File: config.mk
export PLATFORM = sky130hd
export DESIGN_NAME = fifo_drain_flat
export DESIGN_NICKNAME = d
export VERILOG_FILES = /design/src/rtl/fifo_pkg.sv /design/src/rtl/fifo_drain_if.sv /design/src/rtl/fifo_drain_buf.sv /design/src/rtl/fifo_drain.sv /design/src/flat_wrapper.sv
export SDC_FILE = /design/constraint.sdc
export NUM_CORES = 1
export LEC_CHECK = 0
export CORE_MARGIN = 1
export CORE_UTILIZATION = 48
export CTS_BUF_LIST = sky130_fd_sc_hd__clkbuf_8
export DETAILED_ROUTE_END_ITERATION = 12
export GPL_TIMING_DRIVEN = 0
export PLACE_DENSITY = 0.77
export SLEW_MARGIN = 20
export SYNTH_ARGS = -nofsm -noshare
export SYNTH_HDL_FRONTEND = slang
export SYNTH_SLANG_ARGS = --single-unit
File: constraint.sdc
create_clock -name clk -period 1.82 [get_ports clk]
set_input_delay 0.364 -clock clk [delete_from_list [all_inputs] [get_ports clk]]
set_output_delay 0.364 -clock clk [all_outputs]
set_load 0.01 [all_outputs]
File: src/rtl/fifo_pkg.sv
// fifo_pkg: shared sizing constants for the fifo and its read-side drain controller.
package fifo_pkg;
    localparam int FIFO_DW    = 8;
    localparam int FIFO_DEPTH = 8;
    localparam int FIFO_CNT_W = 4;
    localparam int DRAIN_BUF_DEPTH = 3;
    localparam int DRAIN_CNT_W     = 16;
endpackage

File: src/rtl/fifo_drain_if.sv
// fifo_drain_if: FIFO read port plus the outgoing valid/ready stream of fifo_drain.
interface fifo_drain_if #(
    parameter int DW    = fifo_pkg::FIFO_DW,
    parameter int CNT_W = fifo_pkg::DRAIN_CNT_W
);
    logic             en;
    logic             fifo_empty;
    logic [DW-1:0]    fifo_data;
    logic             fifo_rd;
    logic             m_valid;
    logic             m_ready;
    logic [DW-1:0]    m_data;
    logic [CNT_W-1:0] word_cnt;
    modport master (
        input  en, fifo_empty, fifo_data, m_ready,
        output fifo_rd, m_valid, m_data, word_cnt
    );
    modport slave (
        output en, fifo_empty, fifo_data, m_ready,
        input  fifo_rd, m_valid, m_data, word_cnt
    );
endinterface

File: src/rtl/fifo_drain_buf.sv
// fifo_drain_buf: circular word buffer with push/pop, head data and occupancy.
module fifo_drain_buf #(
    parameter int  DW    = 8,
    parameter int  DEPTH = 3,
    localparam int AW    = $clog2(DEPTH),
    localparam int OW    = $clog2(DEPTH + 1)
) (
    input  logic          clk,
    input  logic          rstn,
    input  logic          push_i,
    input  logic          pop_i,
    input  logic [DW-1:0] data_i,
    output logic [DW-1:0] data_o,
    output logic [OW-1:0] occ_o
);
    logic [DW-1:0] mem_q [DEPTH];
    logic [AW-1:0] head_q, head_d, tail_q, tail_d;
    logic [OW-1:0] occ_q, occ_d;

    // Explicit wrap compare so non-power-of-2 depths work.
    function automatic logic [AW-1:0] inc(input logic [AW-1:0] p);
        return (p == AW'(DEPTH - 1)) ? '0 : p + AW'(1);
    endfunction

    always_comb begin
        head_d = pop_i ? inc(head_q) : head_q;
        tail_d = push_i ? inc(tail_q) : tail_q;
        occ_d  = occ_q + OW'(push_i) - OW'(pop_i);
    end

    always_ff @(posedge clk or negedge rstn) begin
        if (!rstn) begin
            head_q <= '0;
            tail_q <= '0;
            occ_q  <= '0;
            for (int i = 0; i < DEPTH; i++) mem_q[i] <= '0;
        end else begin
            head_q <= head_d;
            tail_q <= tail_d;
            occ_q  <= occ_d;
            if (push_i) mem_q[tail_q] <= data_i;
        end
    end

    assign data_o = mem_q[head_q];
    assign occ_o  = occ_q;
endmodule

File: src/rtl/fifo_drain.sv
// fifo_drain: pops an external registered-read FIFO into a valid/ready stream.
// Reads are issued only while buffered plus in-flight words leave room in the buffer.
module fifo_drain #(
    parameter int DW        = fifo_pkg::FIFO_DW,
    parameter int BUF_DEPTH = fifo_pkg::DRAIN_BUF_DEPTH,
    parameter int CNT_W     = fifo_pkg::DRAIN_CNT_W
) (
    input logic          clk,
    input logic          rstn,
    fifo_drain_if.master bus
);
    localparam int OW = $clog2(BUF_DEPTH + 1);
    localparam int SW = OW + 1;

    logic             rd_q, pop;
    logic [OW-1:0]    occ;
    logic [CNT_W-1:0] cnt_q, cnt_d;

    assign bus.fifo_rd  = bus.en && !bus.fifo_empty && (SW'(occ) + SW'(rd_q) < SW'(BUF_DEPTH));
    assign bus.m_valid  = occ != '0;
    assign bus.word_cnt = cnt_q;
    assign pop          = bus.m_valid && bus.m_ready;
    assign cnt_d        = cnt_q + CNT_W'(pop);

    always_ff @(posedge clk or negedge rstn) begin
        if (!rstn) begin
            rd_q  <= 1'b0;
            cnt_q <= '0;
        end else begin
            rd_q  <= bus.fifo_rd;
            cnt_q <= cnt_d;
        end
    end

    // The FIFO's data_out is valid the cycle after rd, which is exactly when rd_q is set.
    fifo_drain_buf #(.DW(DW), .DEPTH(BUF_DEPTH)) u_buf (
        .clk    (clk),
        .rstn   (rstn),
        .push_i (rd_q),
        .pop_i  (pop),
        .data_i (bus.fifo_data),
        .data_o (bus.m_data),
        .occ_o  (occ)
    );
endmodule

File: src/flat_wrapper.sv
// flat-port wrapper written by rule: the top's interface ports become plain ports
module fifo_drain_flat 
#(
    parameter int DW        = fifo_pkg::FIFO_DW,
    parameter int BUF_DEPTH = fifo_pkg::DRAIN_BUF_DEPTH,
    parameter int CNT_W     = fifo_pkg::DRAIN_CNT_W
)
  (clk, rstn, bus_en, bus_fifo_empty, bus_fifo_data, bus_m_ready, bus_fifo_rd, bus_m_valid, bus_m_data, bus_word_cnt);
  fifo_drain_if #(.DW(DW), .CNT_W(CNT_W)) bus_i ();
  input logic clk;
  input logic rstn;
  input wire logic [$bits(bus_i.en)-1:0] bus_en;
  input wire logic [$bits(bus_i.fifo_empty)-1:0] bus_fifo_empty;
  input wire logic [$bits(bus_i.fifo_data)-1:0] bus_fifo_data;
  input wire logic [$bits(bus_i.m_ready)-1:0] bus_m_ready;
  output wire logic [$bits(bus_i.fifo_rd)-1:0] bus_fifo_rd;
  output wire logic [$bits(bus_i.m_valid)-1:0] bus_m_valid;
  output wire logic [$bits(bus_i.m_data)-1:0] bus_m_data;
  output wire logic [$bits(bus_i.word_cnt)-1:0] bus_word_cnt;
  assign bus_i.en = bus_en;
  assign bus_i.fifo_empty = bus_fifo_empty;
  assign bus_i.fifo_data = bus_fifo_data;
  assign bus_i.m_ready = bus_m_ready;
  assign bus_fifo_rd = bus_i.fifo_rd;
  assign bus_m_valid = bus_i.m_valid;
  assign bus_m_data = bus_i.m_data;
  assign bus_word_cnt = bus_i.word_cnt;
  fifo_drain #(.DW(DW), .BUF_DEPTH(BUF_DEPTH), .CNT_W(CNT_W)) u_core (.clk(clk), .rstn(rstn), .bus(bus_i));
endmodule
### After elaboration in Yosys (flattened, before gate mapping)

Cells that the tools add are included.

| cells by class | value |
|---|---|
| $add $sub $neg | 6 |
| magnitude comparators | 4 |
| equality and inequality tests | 2 |
| multiplexer cells | 8 |
| bitwise logic cells | 2 |
| reduce and logical (&&, ||, !) cells | 6 |

Operators with widths:

| operator | number |
|---|---|
| $bwmux 24 | 1 |
| $mux 8 | 3 |
| $add 16x1->16 | 1 |
| $bmux 8 s2 | 1 |
| $demux 8 s2 | 1 |
| $ge 3x3->1 const B | 2 |
| $not 2->3 | 2 |
| $add 2x1->2 const B | 2 |
| $eq 2x2->1 const B | 2 |
| $logic_and 1x1->1 | 4 |
| $mux 2 | 2 |
| $add 2x1->3 | 1 |
| $lt 3x1->1 const B | 1 |
| $lt 3x2->1 const B | 1 |
| $add 2x1->2 | 1 |
| $reduce_bool 2->1 | 1 |
| $sub 2x1->2 | 1 |
| $logic_not 1->1 | 1 |

| storage, ports and cells | value |
|---|---|
| flip-flop bits (word level) | 47 |
| bits of input ports | 13 |
| output and inout port bits | 26 |

### Depth between registers and ports, before layout

| logic depth | value |
|---|---|
| depth in word-level cells | 6 |
| depth in mapped cells | 7 |
| depth with buffers taken out | 7 |

### By module

Synthesis repeated with hierarchy kept, for this count alone.

| second synthesis, totals | value |
|---|---|
| cells, all modules | 158 |
| area total of the unflattened synthesis | 2112.0 um2 |

By module, submodules not included:

| module | times used | cells an instance | area an instance (um2) | seq. area each (um2) |
|---|---|---|---|---|
| fifo_drain_buf | 1 | 90 | 1323.8 | 750.7 |
| fifo_drain | 1 | 68 | 788.3 | 425.4 |

### Least setup slack after synthesis

No wires, ideal clock.

| timing | value |
|---|---|
| path type | reg2out |
| start point | register u_core.u_buf.occ_q[0] (netlist: u_core.u_buf.occ_o[0]) |
| end point | output bus_fifo_rd |
| data arrival time | 1.622 ns |
| slack | -0.166 ns |
| cell stages (with the launch flop) | 4 |
| cells stage by stage | dfrtp_1 ha_1 ha_1 a2111oi_0 |

| between the ends | value |
|---|---|
| cells in the longest elaborated chain, start to end | 3 |

RTL lines:

| element | line | text |
|---|---|---|
| from (decl) | fifo_drain_buf.sv:18 | `logic [OW-1:0] occ_q, occ_d;` |
| from (signal assigned) | fifo_drain_buf.sv:35 | `occ_q <= '0;` |
| from (signal assigned) | fifo_drain_buf.sv:40 | `occ_q <= occ_d;` |
| $add 2x1->3 | fifo_drain.sv:19 | `assign bus.fifo_rd = bus.en && !bus.fifo_empty && (SW'(occ) + SW'(rd_q) < SW'(BUF_DEPTH));` |
| $lt 3x2->1 | fifo_drain.sv:19 |  |
| $logic_and 1x1->1 | fifo_drain.sv:19 |  |
| to (decl) | flat_wrapper.sv:16 | `output wire logic [$bits(bus_i.fifo_rd)-1:0] bus_fifo_rd;` |

No other way between the ends.

### Worst setup path after layout

Same ends and word-level chain as after synthesis.

==> qor.yml <==
run_status:
  outcome: "finished with violations"
  violations: "negative setup slack"
timing:
  skew_ps: 5.61
  slew_headroom_pct: 66.3
  setup_slack_ps: -145
  finalHoldViolCount: 0
  fin_crit_sh_pct: 108
  rsz0062_at_grt: "true"
  finalMaxSlewViolations: 0
  setup-violations-final: 1
  tightest_slew_ps: 503
  fmax_mhz: 509
  period_minus_slack_ps: 1960
clocking:
  clk_latency_ps: 300
  path_clk_slew_ps: 90
  cts_sinks: 47
  root_buffer: "clkbuf_8"
  cts_buffers: 5
  tritoncts: "done"
  cts_buffer_depth: 2
  cts.htree.levels: 2
power_and_ir_drop:
  power_leakage_uw: 0.00128
  peakVddDrop_mv: 0.967
  p_per_area_nw_per_um2: 1580
  power_uw: 4460
setup_path:
  end_kind: "primary output"
  ff2ff_setup_slack_ps: 100
  crit_type: "reg2out"
  cp_data_required_time_ps: 1460
  ff2ff_path_depth: 8
  max_stage_delay_ps: 390
  worstPathMaxFanout: 2
  crit_slowest_cell: "dfrtp_1"
  arrival_ps: 1600
  critPathLaunchType: "flip-flop"
  r2r_end: "u_core.u_buf.occ_o[1]$_DFF_PN0_"
  r2r_start: "u_core.u_buf.occ_o[0]$_DFF_PN0_"
  cp_cell_sequence: "ha_2 > ha_4 > a2111oi_4 > buf_2"
  path_buf_inv: 1
  crit_family: "adder cells"
logic_synthesis:
  synth_xor_area_share_pct: 6.65
  synth_compound_area_share_pct: 3.50
  synthesis.nets: 184
  ys_seq_area_share_pct: 55.8
  synth_edf_count: 0
  synth_top_family_by_area: "multiplexers"
  muxShareOfSynthArea_pct: 18.6
  synth_top_area_share_pct: 55.8
  synth_cell_types: 26
  synth_ff_type: "dfrtp_1"
  synth_area_leaders: "dfrtp_1, mux2_2, mux2_4"
  syn-cell-area_um2: 2110
  synthCells: 165
  ys_ff_latch: 47
  yosysTopAreaCell: "dfrtp_1"
  synthArstFlopShare_pct: 100
  syn_avg_cell_area_um2: 12.8
  synthSimpleGateAreaFrac_pct: 9.55
  yosysWarnings: 0
  synth-adder-area-share_pct: 3.56
  ys_top_cells_by_count: "dfrtp_1, mux2_2, nand2_1"
  yosys.cell_count.top_type: "dfrtp_1"
floorplanning:
  die_w_um: 68.3
  start_util_pct: 51.2
  core_area_um2: 4120
  num_rows: 23
  ios: 39
  fp.dieArea_um2: 4660
  die_y_um: 68.3
route:
  dr.pass1.iters: 4
  drt_iter0_markers: 72
  avgViaCountPerCell: 5.45
  antenna_left: 0
  wl_mm: 4.37
  vias: 1461
  wl_per_cell_um: 16.3
  drc: 0
finish:
  finalNetCount: 236
  nFillCells: 296
  utilization_pct: 68.5
  num_antenna_cells: 0
  post_route_cells_drive_above_1_share_pct: 32.1
  area_growth_pct: 33.7
  final_cells: 268
global_routing:
  grt_max_degree: 34
  grt_overflow: 0
  grt_usage_pct: 21.1
  grt_pass1_vias: 1498
  grt_pass1_wl_mm: 7.04
  antenna_found_initial: 0
worst_hold_path:
  hold_class: "in2reg"
  whs_path_depth: 3
  worstHoldStart: "bus_m_ready"
  whs_endpoint: "u_core.u_buf.head_q[0]$_DFFE_PN0N_"
place:
  hpwl_mm: 2.87
  port_buffers: 38
  dp_cells: 254
  routabilityCongestion: 0.723
run:
  maxCapViolations: 0
## how the worst max path moves through the flow
stage,to,start,cells after the start,slack (ps)
finish,bus_fifo_rd,u_core.u_buf.occ_o[0]$_DFF_PN0_,4,-140
global route,bus_fifo_rd,u_core.rd_q$_DFF_PN0_,4,-230
CTS,bus_fifo_rd,u_core.u_buf.occ_o[0]$_DFF_PN0_,4,-160
detailed placement,u_core.bus.word_cnt[14]$_DFF_PN0_,bus_m_ready,8,-580
global placement,u_core.bus.word_cnt[12]$_DFF_PN0_,rstn,1,-770
floorplan,bus_fifo_rd,u_core.u_buf.occ_o[0]$_DFF_PN0_,3,110
## state kept, by name (all words and copies together) (netlist names)
| register | cells |
|---|---|
| u_core.u_buf.tail_q | 2 |
| u_core.rd_q | 1 |
| u_core.u_buf.occ_o | 2 |
| u_core.bus.word_cnt | 16 |
| u_core.u_buf.mem_q | 24 |
| u_core.u_buf.head_q | 2 |
## tightest hold or removal path, cell delays in order
cell and delay (ps):
dlymetal6s2s_1 140, o21ai_4 90, a21o_1 120
## report_power, final
| part | switching (uW) | internal [uW] |
|---|---|---|
| clock | 351 | 547 |
| sequential | 343 | 1470 |
| combinational | 761 | 997 |
## through the flow
stage	setup TNS [ps]	setup WS [ps]	hold slack [ps]	cell area, um^2
final	-145	-145	447	2820
after global routing	-256	-231	450	2820
after CTS	-159	-159	487	2820
after detailed placement	-5910	-581	293	2570
after global placement	-40630	-765	458	2560
after floorplan	0	108	68.4	2110
## logic make-up (layout without fill, tap and decap cells)
family | Yosys count | after routing
xor+xnor | 16 | 16
fa+ha+maj | 6 | 6
simple gates | 39 | 39
buf+inv | 11 | 64
flops | 47 | 47
mux | 33 | 33
compound gates | 13 | 13
## layout by cell type (no fill, tap or decap), drive strengths merged
cell type,count
clkdlybuf4s50,26
buf,13
ha,6
dlygate4sd2,1
nor3,6
mux2i,8
o21ai,10
nand4,5
xor2,10
xnor2,6
nor2b,1
dlymetal6s2s,1
nand2,13
nand3,5
dlygate4sd3,1
clkinvlp,1
bufinv,2
mux2,25
inv,7
nor4,4
clkbuf,12
or3,1
a21o,2
or2,1
a2111oi,1
nor2,3
dfrtp,47
## layout make-up
type	count	area (um^2)	area share, %
inverter	7	26.3	0.932
tap	50	62.6	2.22
timing repair buffer	45	397	14.1
sequential	47	1180	41.8
buffer	4	35.0	1.24
clock buffer	5	68.8	2.44
multi-input combinational	107	985	34.9
clock inverter	3	67.6	2.40
## per-layer routing
layer | vias up | GRT usage [%] | wire (um)
met4 | 0 | 8.07 | 85
met5 | - | 0 | 0
met3 | 11 | 6.33 | 234
li1 | 680 | - | -
met1 | 713 | 25.5 | 1800
met2 | 57 | 35.0 | 2250
## what timing repair did
item                       4_1_cts  5_1_grt
setup endpoints to repair       21       15
resized for setup               38       24
pin swaps                        3        2
hold endpoints to repair        14        0
cloned                           1        1
buffers inserted                 3        0
hold buffers                     1        0
(Power assumes the default switching activity.)
